===== config.mk =====
export PLATFORM = sky130hd
export DESIGN_NAME = ifetch_controller
export DESIGN_NICKNAME = d
export VERILOG_FILES = /design/src/rtl/ifetch_controller.sv
export SDC_FILE = /design/constraint.sdc
export NUM_CORES = 1
export LEC_CHECK = 0
export ABC_AREA = 1
export CAP_MARGIN = 15
export CORE_MARGIN = 3
export CORE_UTILIZATION = 49
export DETAILED_ROUTE_END_ITERATION = 12
export PLACE_DENSITY = 0.88
export REMOVE_ABC_BUFFERS = 1
export SYNTH_ARGS = -nofsm -noshare
export SYNTH_HDL_FRONTEND = slang
export SYNTH_SLANG_ARGS = --single-unit

===== constraint.sdc =====
create_clock -name clk -period 4.7 [get_ports clk]
set_input_delay 0.94 -clock clk [delete_from_list [all_inputs] [get_ports clk]]
set_output_delay 0.94 -clock clk [all_outputs]
set_load 0.05 [all_outputs]

===== src/rtl/ifetch_controller.sv =====
// ifetch_controller: instruction-fetch sequencer.
// Owns the program counter, issues one instruction-memory request at a time,
// holds each fetched word until decode accepts it, and squashes in-flight or
// held instructions when execute redirects the fetch stream.
// Optional feature: define IFETCH_ALIGN_CHECK_EN to trap misaligned redirect
// targets (adds fault/fault_pc ports and a HALT state). Without it, the low
// two bits of a redirect target are cleared when loaded into the PC.
module ifetch_controller #(
    parameter logic [31:0] RESET_PC = 32'h0000_0000
) (
    input  logic        clk,
    input  logic        rst_n,
    output logic        imem_req_valid,
    output logic [31:0] imem_req_addr,
    input  logic        imem_req_ready,
    input  logic        imem_rsp_valid,
    input  logic [31:0] imem_rsp_data,
    output logic        inst_valid,
    output logic [31:0] inst_data,
    output logic [31:0] inst_pc,
    input  logic        inst_ready,
    input  logic        redirect_valid,
    input  logic [31:0] redirect_pc,
`ifdef IFETCH_ALIGN_CHECK_EN
    output logic        fault,
    output logic [31:0] fault_pc,
`endif
    output logic [31:0] pc
);

    typedef enum logic [2:0] {
        IDLE = 3'd0,
        REQ  = 3'd1,
        WAIT = 3'd2,
        FULL = 3'd3
`ifdef IFETCH_ALIGN_CHECK_EN
        ,
        HALT = 3'd4
`endif
    } state_t;

    state_t      state_q;
    logic [31:0] pc_q;
    logic [31:0] req_pc_q;
    logic        kill_q;
    logic [31:0] inst_data_q;
    logic [31:0] inst_pc_q;

    // Sequential successor of the fetch address (wraps modulo 2^32) and the
    // word-aligned redirect target.
    logic [31:0] pc_inc_d;
    logic [31:0] redir_tgt_d;
    assign pc_inc_d    = pc_q + 32'd4;
    assign redir_tgt_d = redirect_pc & ~32'h0000_0003;

`ifdef IFETCH_ALIGN_CHECK_EN
    logic        fault_q;
    logic [31:0] fault_pc_q;
    logic        misaligned_d;
    assign misaligned_d = redirect_valid && (redirect_pc[1:0] != 2'b00);
`endif

    // Fetch FSM: request issue, response capture, decode handoff, redirect/kill.
    always_ff @(posedge clk or negedge rst_n) begin
        if (!rst_n) begin
            state_q     <= IDLE;
            pc_q        <= RESET_PC;
            req_pc_q    <= 32'h0;
            kill_q      <= 1'b0;
            inst_data_q <= 32'h0;
            inst_pc_q   <= 32'h0;
`ifdef IFETCH_ALIGN_CHECK_EN
            fault_q     <= 1'b0;
            fault_pc_q  <= 32'h0;
`endif
        end else begin
`ifdef IFETCH_ALIGN_CHECK_EN
            if (misaligned_d && (state_q != HALT)) begin
                // Trap: stop fetching; anything in flight is simply ignored.
                fault_q    <= 1'b1;
                fault_pc_q <= redirect_pc;
                kill_q     <= 1'b0;
                state_q    <= HALT;
            end else begin
`endif
            case (state_q)
                IDLE: begin
                    state_q <= REQ;
                    if (redirect_valid) pc_q <= redir_tgt_d;
                end
                REQ: begin
                    if (imem_req_ready) begin
                        // Old address is accepted; a simultaneous redirect
                        // marks its response for discard.
                        req_pc_q <= pc_q;
                        pc_q     <= redirect_valid ? redir_tgt_d : pc_inc_d;
                        kill_q   <= redirect_valid;
                        state_q  <= WAIT;
                    end else if (redirect_valid) begin
                        pc_q <= redir_tgt_d;
                    end
                end
                WAIT: begin
                    if (redirect_valid) pc_q <= redir_tgt_d;
                    if (imem_rsp_valid) begin
                        if (kill_q || redirect_valid) begin
                            kill_q  <= 1'b0;
                            state_q <= REQ;
                        end else begin
                            inst_data_q <= imem_rsp_data;
                            inst_pc_q   <= req_pc_q;
                            state_q     <= FULL;
                        end
                    end else if (redirect_valid) begin
                        kill_q <= 1'b1;
                    end
                end
                FULL: begin
                    if (redirect_valid) begin
                        pc_q    <= redir_tgt_d;
                        state_q <= REQ;
                    end else if (inst_ready) begin
                        state_q <= REQ;
                    end
                end
`ifdef IFETCH_ALIGN_CHECK_EN
                HALT: begin
                    state_q <= HALT;
                end
`endif
                default: begin
                    state_q <= IDLE;
                end
            endcase
`ifdef IFETCH_ALIGN_CHECK_EN
            end
`endif
        end
    end

    assign imem_req_valid = (state_q == REQ);
    assign imem_req_addr  = pc_q;
    assign inst_valid     = (state_q == FULL);
    assign inst_data      = inst_data_q;
    assign inst_pc        = inst_pc_q;
    assign pc             = pc_q;
`ifdef IFETCH_ALIGN_CHECK_EN
    assign fault          = fault_q;
    assign fault_pc       = fault_pc_q;
`endif

endmodule


==> flow_summary.toml <==
[outcome]
status = "finished clean"

[setup_path]
crit_type = "reg2out"
rrSetupSlack_ps = 2700
critPathMaxStageDelay_ps = 810
cp_max_fo = 3
cp.required_ps = 3760
cp-start-kind = "flip-flop"
slowest_stage = "clkdlybuf4s50_1"
reg2reg_depth = 7
r2r_start = "state_q[0]$_DFFE_PN0P_"
r2r_end = "imem_req_addr[8]$_DFFE_PN0P_"
end_kind = "primary output"
cp.arrival_ps = 1890
crit_chain = "inv_1 > nand2_1 > inv_1 > clkdlybuf4s50_1"
cp_common_cell = "inv_1"

[cts]
cts_max_path_buffers = 2
numCtsBuffers = 17
clk_pin_slew_worst_paths_ps = 50
insertion_delay_ps = 420
cts_resized = 0
cts.sinks = 131
postCtsHoldBufs = 0
cts_tree = "done"
root_buffer = "clkbuf_16"
htree_levels = 4
cts_setup_buffers = 0

[yosys]
ys_types = 32
synth-simple-area-share_pct = 28.22
synthArstFlopShare_pct = 100.0
synth_compound_area_share_pct = 7.344
syn-instance-count = 776
synthXorXnorAreaFrac_pct = 0.5665
synth_top_family_by_area = "simple AND/OR/NAND/NOR gates"
synth_mux_area_share_pct = 0
ys_ff_latch = 131
yosysWarnings = 0
syn-mean-instance-area_um2 = 7.970
synth_edf_count = 0
synthesis.area_um2 = 6185
ys.flop_type = "dfrtp_1"
synthAdderAreaFrac_pct = 0.2023
yosysSeqAreaShare_pct = 53.00

[sta]
finalClockSkew_ps = 6.936
tightest_slew_ps = 1063
tns_ps = 0
timing.fmax_mhz = 353.7
finalHoldViolCount = 0
rsz0062_at_grt = "false"
relSlewSlack_pct = 29.04
fin_crit_sh_pct = 60.15
period_needed_ps = 2827
setup_violations = 0
report.final.slew_viol_count = 0

[finish]
fin_area_um2 = 8536
finalNetCount = 1005
drive_gt1_share_pct = 5.397
utilization_pct = 70.19
diodes = 0
layout.cells.non_filler = 1113
syn_to_final_growth_pct = 38.01

[floorplanning]
dieArea_um2 = 14010
rows = 40
ios = 200
design.core.area_um2 = 12160
dieWidth_um = 118.3
dieHeight_um = 118.3
initial_core_util_pct = 50.85

[detailed_routing]
wl_met1_um = 6998
wl_met2_um = 7633
vias = 5562
drtIter0Drc = 392
highest_layer = "met4"
first_pass_iters = 5
drc_errors = 0
vias_per_cell = 4.997
route.met3.wl_um = 1181
routed_wl_um = 16090
ant_nets = 0
wl_per_cell_um = 14.46

[global_routing]
antenna_found_initial = 0
grt_max_degree = 105
first_global_vias = 5478
grtUsageTotal_pct = 23.35
grt_overflow = 0
grt_pass1_wl_um = 26630

[hold_path]
hold_start = "req_pc_q[11]$_DFFE_PN0P_"
hold_path.class = "reg2reg"
whs_path_depth = 2
holdPathEnd = "inst_pc[11]$_DFFE_PN0N_"

[run]
cap_violations = 0

[place]
finalWeightedCongestion = 0.9008
placed_cell_area_um2 = 7996
io_buffers = 197
dp_hpwl_um = 10680
dp.cells = 1083

[pwr]
ir_drop_mv = 0.5421
power_density_nw_per_um2 = 696.1
p_leak_nw = 4.082
==> flip-flops by register name (all words and copies together) (netlist names) <==
| register | flops |
|---|---|
| kill_q | 1 |
| imem_req_addr | 32 |
| state_q | 2 |
| req_pc_q | 32 |
| inst_pc | 32 |
| inst_data | 32 |
==> cell type report <==
type	instances	area [um^2]
clock buffer	26	489.2
multi-input combinational	513	2247
sequential	131	3278
tap	168	210.2
inverter	70	262.8
clock inverter	4	50.05
fill	958	3626
timing repair buffer	201	1998
==> worst max path at each step <==
| stage | start | endpoint | slack (ps) | cells after the start |
|---|---|---|---|---|
| final | state_q[1]$_DFFE_PN0P_ | imem_req_valid | 1870 | 4 |
| after global routing | state_q[1]$_DFFE_PN0P_ | imem_req_valid | 1770 | 4 |
| after CTS | state_q[1]$_DFFE_PN0P_ | imem_req_valid | 1860 | 4 |
| after detailed placement | imem_req_ready | imem_req_addr[8]$_DFFE_PN0P_ | 1800 | 8 |
| after global placement | redirect_valid | inst_data[10]$_DFFE_PN0N_ | 1790 | 6 |
| after floorplan | redirect_valid | inst_data[0]$_DFFE_PN0N_ | 2110 | 5 |
==> synthesized netlist by cell type, drive strengths merged (5+ instances only) <==
master  instances  area [um^2]
nor2           57        251.5
nor3            5        30.03
a21oi           9        45.04
inv            69        259.0
dfrtp         131         3278
clkbuf         15        56.30
o21ai          65        325.3
nand2         314         1194
nand4          16        100.1
buf            47        340.3
nand3          27        140.1
o211ai          5        37.54
==> cell families after synthesis <==
group	Yosys count
simple gates	423
buf+inv	132
flops	131
compound gates	85
xor+xnor	4
fa+ha+maj	1
==> where the power goes <==
part / switching, W / internal (W)
Combinational: 0.00197 / 0.000903
Sequential: 0.000283 / 0.00157
Clock: 0.000458 / 0.000762
==> metrics by stage <==
stage / hold slack [ps] / total power [W] / setup slack, ps
floorplan: 442.2 / 0.003695 / 2108
global placement: 449.9 / 0.004680 / 1790
detailed placement: 452.3 / 0.004744 / 1798
CTS: 467.4 / 0.005973 / 1863
global route: 488.1 / 0.006243 / 1769
finish: 465.8 / 0.005942 / 1873
==> metal layers <==
metal | vias to the layer above | GRT usage (%)
met5 | - | 0
met4 | 0 | 7.253
met3 | 25 | 6.172
met2 | 222 | 38.44
met1 | 2607 | 30.27
li1 | 2708 | -
==> layout by cell type (no fill, tap or decap), drive strengths merged, types with 5 or more instances in the layout <==
master         instances
nor3                   5
clkdlybuf4s50        195
dfrtp                131
inv                   69
o21ai                 65
a21oi                  9
clkbuf                26
nand4                 16
buf                    6
nor2                  57
o211ai                 5
nand2                314
nand3                 27
==> critical path, delay by kind of cell, from the launching register on <==
kind | cells | cell delay (ps)
buf+inv | 3 | 990
flops | 1 | 370
simple gates | 1 | 110
Power figures use the tool's default switching activity.
